### src/rtl/write_back_top.sv
// ---------------------------------------------------------------------------
// write_back_top
// Final pipeline stage of the etcpu core. It extracts load bytes and
// halfwords with sign or zero extension, then commits results into the
// 32x32 architectural register file. Two combinational read ports bypass the
// value being written in the same cycle. The block also keeps a
// retired-instruction counter and a sticky misaligned/illegal load flag.
//
// Ports
//   clk, rst            core clock, synchronous active-high reset
//   wb_vld              wb_inst/wb_dat carry a valid instruction
//   wb_inst, wb_dat     instruction and data from the memory stage
//   wb_addr_lsb         byte offset of the load address
//   rs1_addr/rs2_addr   decode read port addresses
//   rs1_dat/rs2_dat     read port data (combinational, bypassed)
//   rd_wen/addr/dat     commit strobe, destination register and data
//   retire_cnt          count of valid instructions retired (wraps)
//   wb_err              sticky misaligned or illegal load flag
// ---------------------------------------------------------------------------
module write_back_top #(
    parameter int CNT_W = 32
) (
    input  logic             clk,
    input  logic             rst,
    input  logic             wb_vld,
    input  logic [31:0]      wb_inst,
    input  logic [31:0]      wb_dat,
    input  logic [1:0]       wb_addr_lsb,
    input  logic [4:0]       rs1_addr,
    input  logic [4:0]       rs2_addr,
    output logic [31:0]      rs1_dat,
    output logic [31:0]      rs2_dat,
    output logic             rd_wen,
    output logic [4:0]       rd_addr,
    output logic [31:0]      rd_dat,
    output logic [CNT_W-1:0] retire_cnt,
    output logic             wb_err
);

    localparam logic [6:0] OP_LUI   = 7'b0110111;
    localparam logic [6:0] OP_AUIPC = 7'b0010111;
    localparam logic [6:0] OP_JAL   = 7'b1101111;
    localparam logic [6:0] OP_JALR  = 7'b1100111;
    localparam logic [6:0] OP_LOAD  = 7'b0000011;
    localparam logic [6:0] OP_IMM   = 7'b0010011;
    localparam logic [6:0] OP_OP    = 7'b0110011;

    logic [6:0]       opcode;
    logic [2:0]       funct3;
    logic             is_load;
    logic             writes_op;
    logic             load_legal;
    logic [31:0]      shifted;
    logic [31:0]      load_dat;
    logic [31:0]      regs_q [1:31];
    logic [CNT_W-1:0] retire_cnt_q, retire_cnt_d;
    logic             wb_err_q, wb_err_d;
    logic             unused_inst_hi;

    assign opcode         = wb_inst[6:0];
    assign rd_addr        = wb_inst[11:7];
    assign funct3         = wb_inst[14:12];
    assign unused_inst_hi = ^wb_inst[31:15];

    assign is_load = (opcode == OP_LOAD);

    always_comb begin
        writes_op = 1'b0;
        case (opcode)
            OP_LUI, OP_AUIPC, OP_JAL, OP_JALR, OP_LOAD, OP_IMM, OP_OP: writes_op = 1'b1;
            default: writes_op = 1'b0;
        endcase
    end

    // Move the addressed byte/halfword down to bit 0 before extension.
    assign shifted = wb_dat >> {wb_addr_lsb, 3'b000};

    always_comb begin
        load_legal = 1'b0;
        load_dat   = wb_dat;
        case (funct3)
            3'b000: begin
                load_legal = 1'b1;
                load_dat   = {{24{shifted[7]}}, shifted[7:0]};
            end
            3'b100: begin
                load_legal = 1'b1;
                load_dat   = {24'h0, shifted[7:0]};
            end
            3'b001: begin
                load_legal = ~wb_addr_lsb[0];
                load_dat   = {{16{shifted[15]}}, shifted[15:0]};
            end
            3'b101: begin
                load_legal = ~wb_addr_lsb[0];
                load_dat   = {16'h0, shifted[15:0]};
            end
            3'b010: begin
                load_legal = (wb_addr_lsb == 2'b00);
                load_dat   = wb_dat;
            end
            default: begin
                load_legal = 1'b0;
                load_dat   = wb_dat;
            end
        endcase
    end

    assign rd_dat = is_load ? load_dat : wb_dat;

    assign rd_wen = wb_vld & writes_op & (~is_load | load_legal)
                  & (rd_addr != 5'd0) & ~rst;

    always_ff @(posedge clk) begin
        if (rst) begin
            for (int i = 1; i < 32; i++) begin
                regs_q[i] <= 32'h0;
            end
        end else if (rd_wen) begin
            regs_q[rd_addr] <= rd_dat;
        end
    end

    always_comb begin
        rs1_dat = 32'h0;
        if (rs1_addr != 5'd0) begin
            rs1_dat = (rd_wen && (rs1_addr == rd_addr)) ? rd_dat : regs_q[rs1_addr];
        end
    end

    always_comb begin
        rs2_dat = 32'h0;
        if (rs2_addr != 5'd0) begin
            rs2_dat = (rd_wen && (rs2_addr == rd_addr)) ? rd_dat : regs_q[rs2_addr];
        end
    end

    always_comb begin
        retire_cnt_d = retire_cnt_q;
        wb_err_d     = wb_err_q;
        if (wb_vld) begin
            retire_cnt_d = retire_cnt_q + 1'b1;
            if (is_load && !load_legal) begin
                wb_err_d = 1'b1;
            end
        end
    end

    always_ff @(posedge clk) begin
        if (rst) begin
            retire_cnt_q <= '0;
            wb_err_q     <= 1'b0;
        end else begin
            retire_cnt_q <= retire_cnt_d;
            wb_err_q     <= wb_err_d;
        end
    end

    assign retire_cnt = retire_cnt_q;
    assign wb_err     = wb_err_q;

endmodule

### config.mk
export PLATFORM = sky130hd
export DESIGN_NAME = write_back_top
export DESIGN_NICKNAME = d
export VERILOG_FILES = /design/src/rtl/write_back_top.sv
export SDC_FILE = /design/constraint.sdc
export NUM_CORES = 2
export LEC_CHECK = 0
export BUFFER_PORTS_ARGS = -buffer_cell sky130_fd_sc_hd__clkbuf_2
export CAP_MARGIN = 20
export CORE_MARGIN = 1
export CORE_UTILIZATION = 40
export CTS_BUF_LIST = sky130_fd_sc_hd__clkbuf_4
export DETAILED_ROUTE_END_ITERATION = 10
export PLACE_DENSITY = 0.59
export SKIP_LAST_GASP = 1
export SYNTH_ARGS = -nofsm -noshare
export SYNTH_HDL_FRONTEND = slang
export SYNTH_SLANG_ARGS = --single-unit
### constraint.sdc
create_clock -name clk -period 5.8 [get_ports clk]
set_input_delay 0.58 -clock clk [delete_from_list [all_inputs] [get_ports clk]]
set_output_delay 0.58 -clock clk [all_outputs]
set_load 0.05 [all_outputs]
-- After elaboration in Yosys (flattened, before gate mapping)
Memories as Yosys holds them, arrays and structs flattened.
Index checks and enable logic that the tools add are counted.
- register bits after elaboration: 33
- bits in latches: 0
- bits in writable memories: 992
- memory bits (read-only): 0
- input bits: 79
- output and inout bits: 135
- memories kept: 1
- memories (name ; depth ; width ; read ports ; clocked after memory_dff ; write ports ; line ; source):
    regs_q ; 31 ; 32 ; 2 ; 0 ; 31 ; 55 ; logic [31:0] regs_q [1:31];
- add/sub/neg operators: 1
- multipliers: 0
- divide/modulo/power cells: 0
- magnitude comparators: 0
- equal/unequal tests: 13
- shifts and indexed selects: 1
- mux-type cells: 16
- bitwise logic cells: 8
- reductions and logical operators: 14
- operators by type and width (operator ; count):
    two-way mux 32 bit ; 6
    case mux 32 bit (4 select lines) ; 1
    adder 32 x 1 -> 32 bit (second input constant) ; 1
    OR reduction 32 bit ; 1
    right shift 32 x 5 -> 16 bit ; 1
    nonzero test 5 bit ; 3
    == test 7 x 5 -> 1 bit (second input constant) ; 2
    == test 7 x 6 -> 1 bit (second input constant) ; 2
    == test 7 bit (second input constant) ; 2
    == test 5 bit ; 2
    == test 7 x 2 -> 1 bit (second input constant) ; 1
    two-way mux 1 bit ; 7
    OR reduction 7 bit ; 1
    == test 3 bit (second input constant) ; 2
    two-way mux 5 bit ; 1
    AND 1 bit ; 4
    OR reduction 2 bit ; 2
    == test 3 x 1 -> 1 bit (second input constant) ; 1
    == test 3 x 2 -> 1 bit (second input constant) ; 1
    logical AND 1 bit ; 3
    logical NOT 3 bit ; 1
    inverter 1 bit ; 3
    case mux 1 bit (3 select lines) ; 1
    logical NOT 2 bit ; 1
    other kinds (3) ; 3

-- Depth between registers and ports, before layout
- depth in word-level cells: 12
- depth in mapped cells: 10
- depth with buffers taken out: 7

-- Worst setup path before layout
Ideal clock, no wire load.
- path type: input to output
- start: input port wb_inst[9]
- end: output port rs1_dat[23]
- data arrival time: 4305 ps
- required time: 5220 ps
- slack: 915 ps
- cell stages on the path: 8
- cell sequence: clkbuf_1 -> nor3_1 -> a2111oi_2 -> and4_1 -> buf_2 -> buf_2 -> nor3_1 -> a211oi_1
- longest elaborated chain between the ends: 6
- elaborated cells between the ends (all ways): 7
- RTL lines (element ; line ; source):
    start: declaration ; 26 ; input logic [31:0] wb_inst,
    nonzero test 5 bit ; 112 ; & (rd_addr != 5'd0) & ~rst;
    AND 1 bit (2 in a row) ; 112 ;
    net rd_wen ; 33 ; output logic rd_wen,
    logical AND 1 bit ; 127 ; rs1_dat = (rd_wen && (rs1_addr == rd_addr)) ? rd_dat : regs_q[rs1_addr];
    two-way mux 32 bit ; 127 ;
    two-way mux 32 bit ; 126 ; if (rs1_addr != 5'd0) begin
    end: declaration ; 31 ; output logic [31:0] rs1_dat,
The timed path passes the listed nets, and every way through them passes these cells.

-- Worst setup path after layout
- start: input port wb_vld
- end: output port rs1_dat[11]
- longest elaborated chain between the ends: 7
- RTL lines (element ; line ; source):
    start: declaration ; 25 ; input logic wb_vld,
    AND 1 bit (2 in a row) ; 111 ; assign rd_wen = wb_vld & writes_op & (~is_load | load_legal)
    AND 1 bit (2 in a row) ; 112 ;
    logical AND 1 bit ; 127 ;
    two-way mux 32 bit ; 127 ;
    two-way mux 32 bit ; 126 ;
No other way between the ends.

==> summary.md <==
| Metric | Value |
|---|---|
| Reg clk slew, reported paths | `60 ps` |
| Area leader, netlist | `edfxtp_1` |
| Setup violations, final | `0` |
| First-pass GRT wire length | `285 mm` |
| Netlist cell types | `just over 60` |
| Slowest cell on crit path | `and4_4` |
| Root buffer cell | `clkbuf_4` |
| Initial DRC Count | `~5.1k` |
| FF+latch count, synth | `between 1k and 1.5k` |
| Total chip power | `18100 uW` |
| Clock Path Buffers | `4` |
| Total Routed Length | `a little over 200 mm` |
| Crit Path Class | `input pin to output pin` |
| Leakage | `around 0.023 uW` |
| Clk_lat worst skew | `around 1200 ps` |
| Worst slew pin tran | `1180 ps` |
| Post-route ant nets | `0` |
| CP endpoint kind | `output pin` |
| Tcrit/Tclk final | `between 80% and 90%` |
| Hpwl dp | `around 130 mm` |
| Max cap viols | `0` |
| Clk pwr share | `a little over a third` |
| # port buffers | `approximately 200` |
| Cells after Synth | `4223` |
| Data required, critical path | `about 5200 ps` |
| Overflow left after global routing | `0` |
| Slew headroom | `around a fifth` |
| Synth Area in XOR/XNOR | `0.581%` |
| Cell Chain, Critical Path | `dlygate4sd3_1 -> clkbuf_2 -> nand4b_1 -> a2111oi_2 -> buf_4 -> and4_4 -> nor3_1 -> a211oi_1 -> clkbuf_2` |
| Multiplexer area fraction after synthesis | `22.1%` |
| Vias | `between 40k and 50k` |
| Ys flop type | `edfxtp_1` |
| Fin cells | `6513` |
| R2R Setup Slk | `around 3200 ps` |
| Syn. warnings | `0` |
| Clock sink count | `between 1k and 1.5k` |
| CP arrival | `slightly above 4000 ps` |
| VDD IR max | `approximately 200 uV` |
| Syn avg cell area | `13.2 um^2` |
| Adder-cell area share of the yosys netlist | `0.0224%` |
| Synth area leaders | `edfxtp_1 (55%), mux4_2 (16%), nor2_1 (7.2%), mux2i_1 (5.8%), buf_2 (1.8%)` |
| DR DRC count | `0` |
| Global placement routability congestion | `approximately 0.92` |
| Num rows | `136` |
| Setup TNS | `0 ps` |
| Largest net degree at the start of global routing | `between 80 and 90` |
| Vias per cell | `between 6 and 7` |
| Mapped cell area | `around 56000 um^2` |
| Layout cells sized above 1 | `between 20% and 30%` |
| Pins Over Slew Limit | `0` |
| Io pins | `~210` |
| DIE HEIGHT | `about 380 um` |
| Pre-Repair DR Iteration Count | `7` |
| Flop pwr share | `49.3%` |
| Worst Skew | `roughly 19 ps` |
| Crit start category | `input pin` |
| Part of the power in combinational logic | `14.7%` |
| Switching pwr | `slightly above 5000 uW` |
| Simple-Gate Fraction of Synth Area | `11.4%` |
| Initial Util | `approximately two fifths` |
| CP most frequent cell | `clkbuf_2` |
| CTS H-tree depth | `5` |
| Die area | `~140000 um^2` |
| Synth Area in Compound Gates | `under 10%` |
| Int Power | `between 10000 and 15000 uW` |
| Max FO, Critical Path | `64` |
| Unrepaired setup endpoints after global routing | `no` |
| WHS | `around 150 ps` |
| Syn-to-layout area delta | `12.2%` |
| Max Clock Freq | `0.213 GHz` |
| Core area | `138000 um^2` |
| Pwr per Cell Area | `approximately 290 nW/um^2` |
| TritonCTS clock tree | `done` |
| Die Span X | `approximately 380 um` |
| Top cells by count, synth | `nor2_1 (1070), edfxtp_1 (1024), mux4_2 (403)` |
| Tmin final | `4700 ps` |
| Vias in the first global route | `between 40k and 50k` |
| Num CTS Buffers | `just under 300` |
| WL/cell | `just over 30 um` |
| Final net count | `around 4.6k` |
| Sequential fraction of the synthesis area | `a little under three fifths` |
| Status | `finished clean` |
| Antenna violations before repair | `9` |
| Most common cell in the netlist | `nor2_1` |
| Sw Ratio | `between 20% and 30%` |
| Inst Count DP | `between 5k and 6k` |
| GRT Total Usage | `approximately 28%` |
| Largest family of logic cells by synthesized area | `multiplexers` |
| Worst path max stage delay | `~800 ps` |
| Post-synth top area share | `55.1%` |
| Count of final hold-check violations | `0` |
| Post-synth EDFFs | `roughly 1.0k` |
| Min-Delay Path Class | `input pin to flop` |
| Asr flop ratio synth | `0%` |
-- through the flow --
stage | instance area, um^2 | util [%] | worst slack, ps
after floorplan | 55900 | - | 915
after global placement | 58900 | 42.7 | 1280
after detailed placement | 58900 | 42.7 | 1300
after CTS | 62600 | 45.4 | 1170
after global routing | 62600 | 45.4 | 1030
final | 62600 | 45.4 | 1100
-- final cells by class --
| class | count | area [um^2] |
|---|---|---|
| Multi-Input combinational cell | 2717 | 22400 |
| Sequential cell | 1057 | 31400 |
| Timing Repair Buffer | 423 | 2930 |
| Clock buffer | 429 | 3220 |
| Inverter | 39 | 146 |
| Clock inverter | 52 | 203 |
| Tap cell | 1794 | 2240 |
| Fill cell | 12600 | 75200 |
| Antenna cell | 2 | 5.00 |
-- power groups by stage --
| stage | Clock [uW] | Combinational, uW | Sequential [uW] |
|---|---|---|---|
| final | 6530 | 2670 | 8940 |
| after global routing | 6960 | 2760 | 8980 |
| after CTS | 6610 | 2630 | 8930 |
| after detailed placement | 0 | 2600 | 9100 |
| after global placement | 0 | 2590 | 9070 |
| after floorplan | 0 | 1710 | 9020 |
-- cells in the final DEF, fill, tap and decap left out, drive strengths merged, types with 3 or more instances in the layout --
cell type	netlist	layout
nor2	1099	1099
edfxtp	1024	1024
clkbuf	139	620
mux4	403	403
mux2i	326	326
buf	302	200
a22oi	126	126
nand2	124	124
nand3	79	79
a211oi	70	70
a21oi	69	69
nor3	67	67
clkinv	1	46
nand2b	46	46
inv	38	45
o211ai	40	40
o21ai	36	36
dfxtp	33	33
dlygate4sd3	0	32
conb	1	32
xor2	27	27
o22ai	22	22
nand4	20	20
and3	16	16
nor2b	15	15
a221oi	12	12
o21bai	11	11
xnor2	10	10
nor4	8	8
o2111ai	7	7
a32oi	7	7
and2	6	6
or2	5	5
or3	5	5
and4	5	5
nor3b	4	4
a311o	4	4
and3b	4	4
nand3b	3	3
-- repair_timing --
| action | in CTS | in global routing |
|---|---|---|
| gates resized for setup | 0 | 0 |
| endpoints found under the hold margin | 338 | 0 |
| buffers inserted | 0 | 0 |
| hold buffers | 32 | 0 |
-- state kept, by name, summed over array words and instances (netlist names) --
| name | flops |
|---|---|
| regs_q | 1024 |
| retire_cnt | 32 |
| wb_err | 1 |
-- worst max-delay path, delay by kind of cell --
kind / cells / cell delay (ps)
AOI/OAI and AO/OA: 2 / 830
buffers and inverters: 4 / 1340
and+or+nand+nor: 3 / 1290
-- per-layer routing --
layer | track usage (%) | share of wire (%) | vias to the layer above | wire length, um
met5 | 0 | 0.029 | - | 58
met4 | 11.1 | 3.5 | 10 | 7030
met3 | 9.31 | 13 | 424 | 26700
met2 | 43.4 | 46 | 2762 | 91900
met1 | 36.9 | 38 | 20600 | 75500
li1 | - | - | 16700 | -
-- cells by family after synthesis --
logic type | Yosys count
other | 1
AND/OR/NAND/NOR | 1510
adder cells (fa/ha/maj) | 1
XOR/XNOR | 37
flip-flops | 1057
buffers and inverters | 480
multiplexers | 730
AO/OA/AOI/OAI | 407
-- worst paths after layout --
check / from / end / cells after the start
setup reg to reg: retire_cnt[0] / retire_cnt[28] / 7
hold reg to reg: retire_cnt[31] / retire_cnt[31] / 2
setup / recovery: wb_vld / rs1_dat[11] / 9
hold / removal: wb_dat[18] / regs_q[27][18] / 4
(Power assumes the default switching activity.)
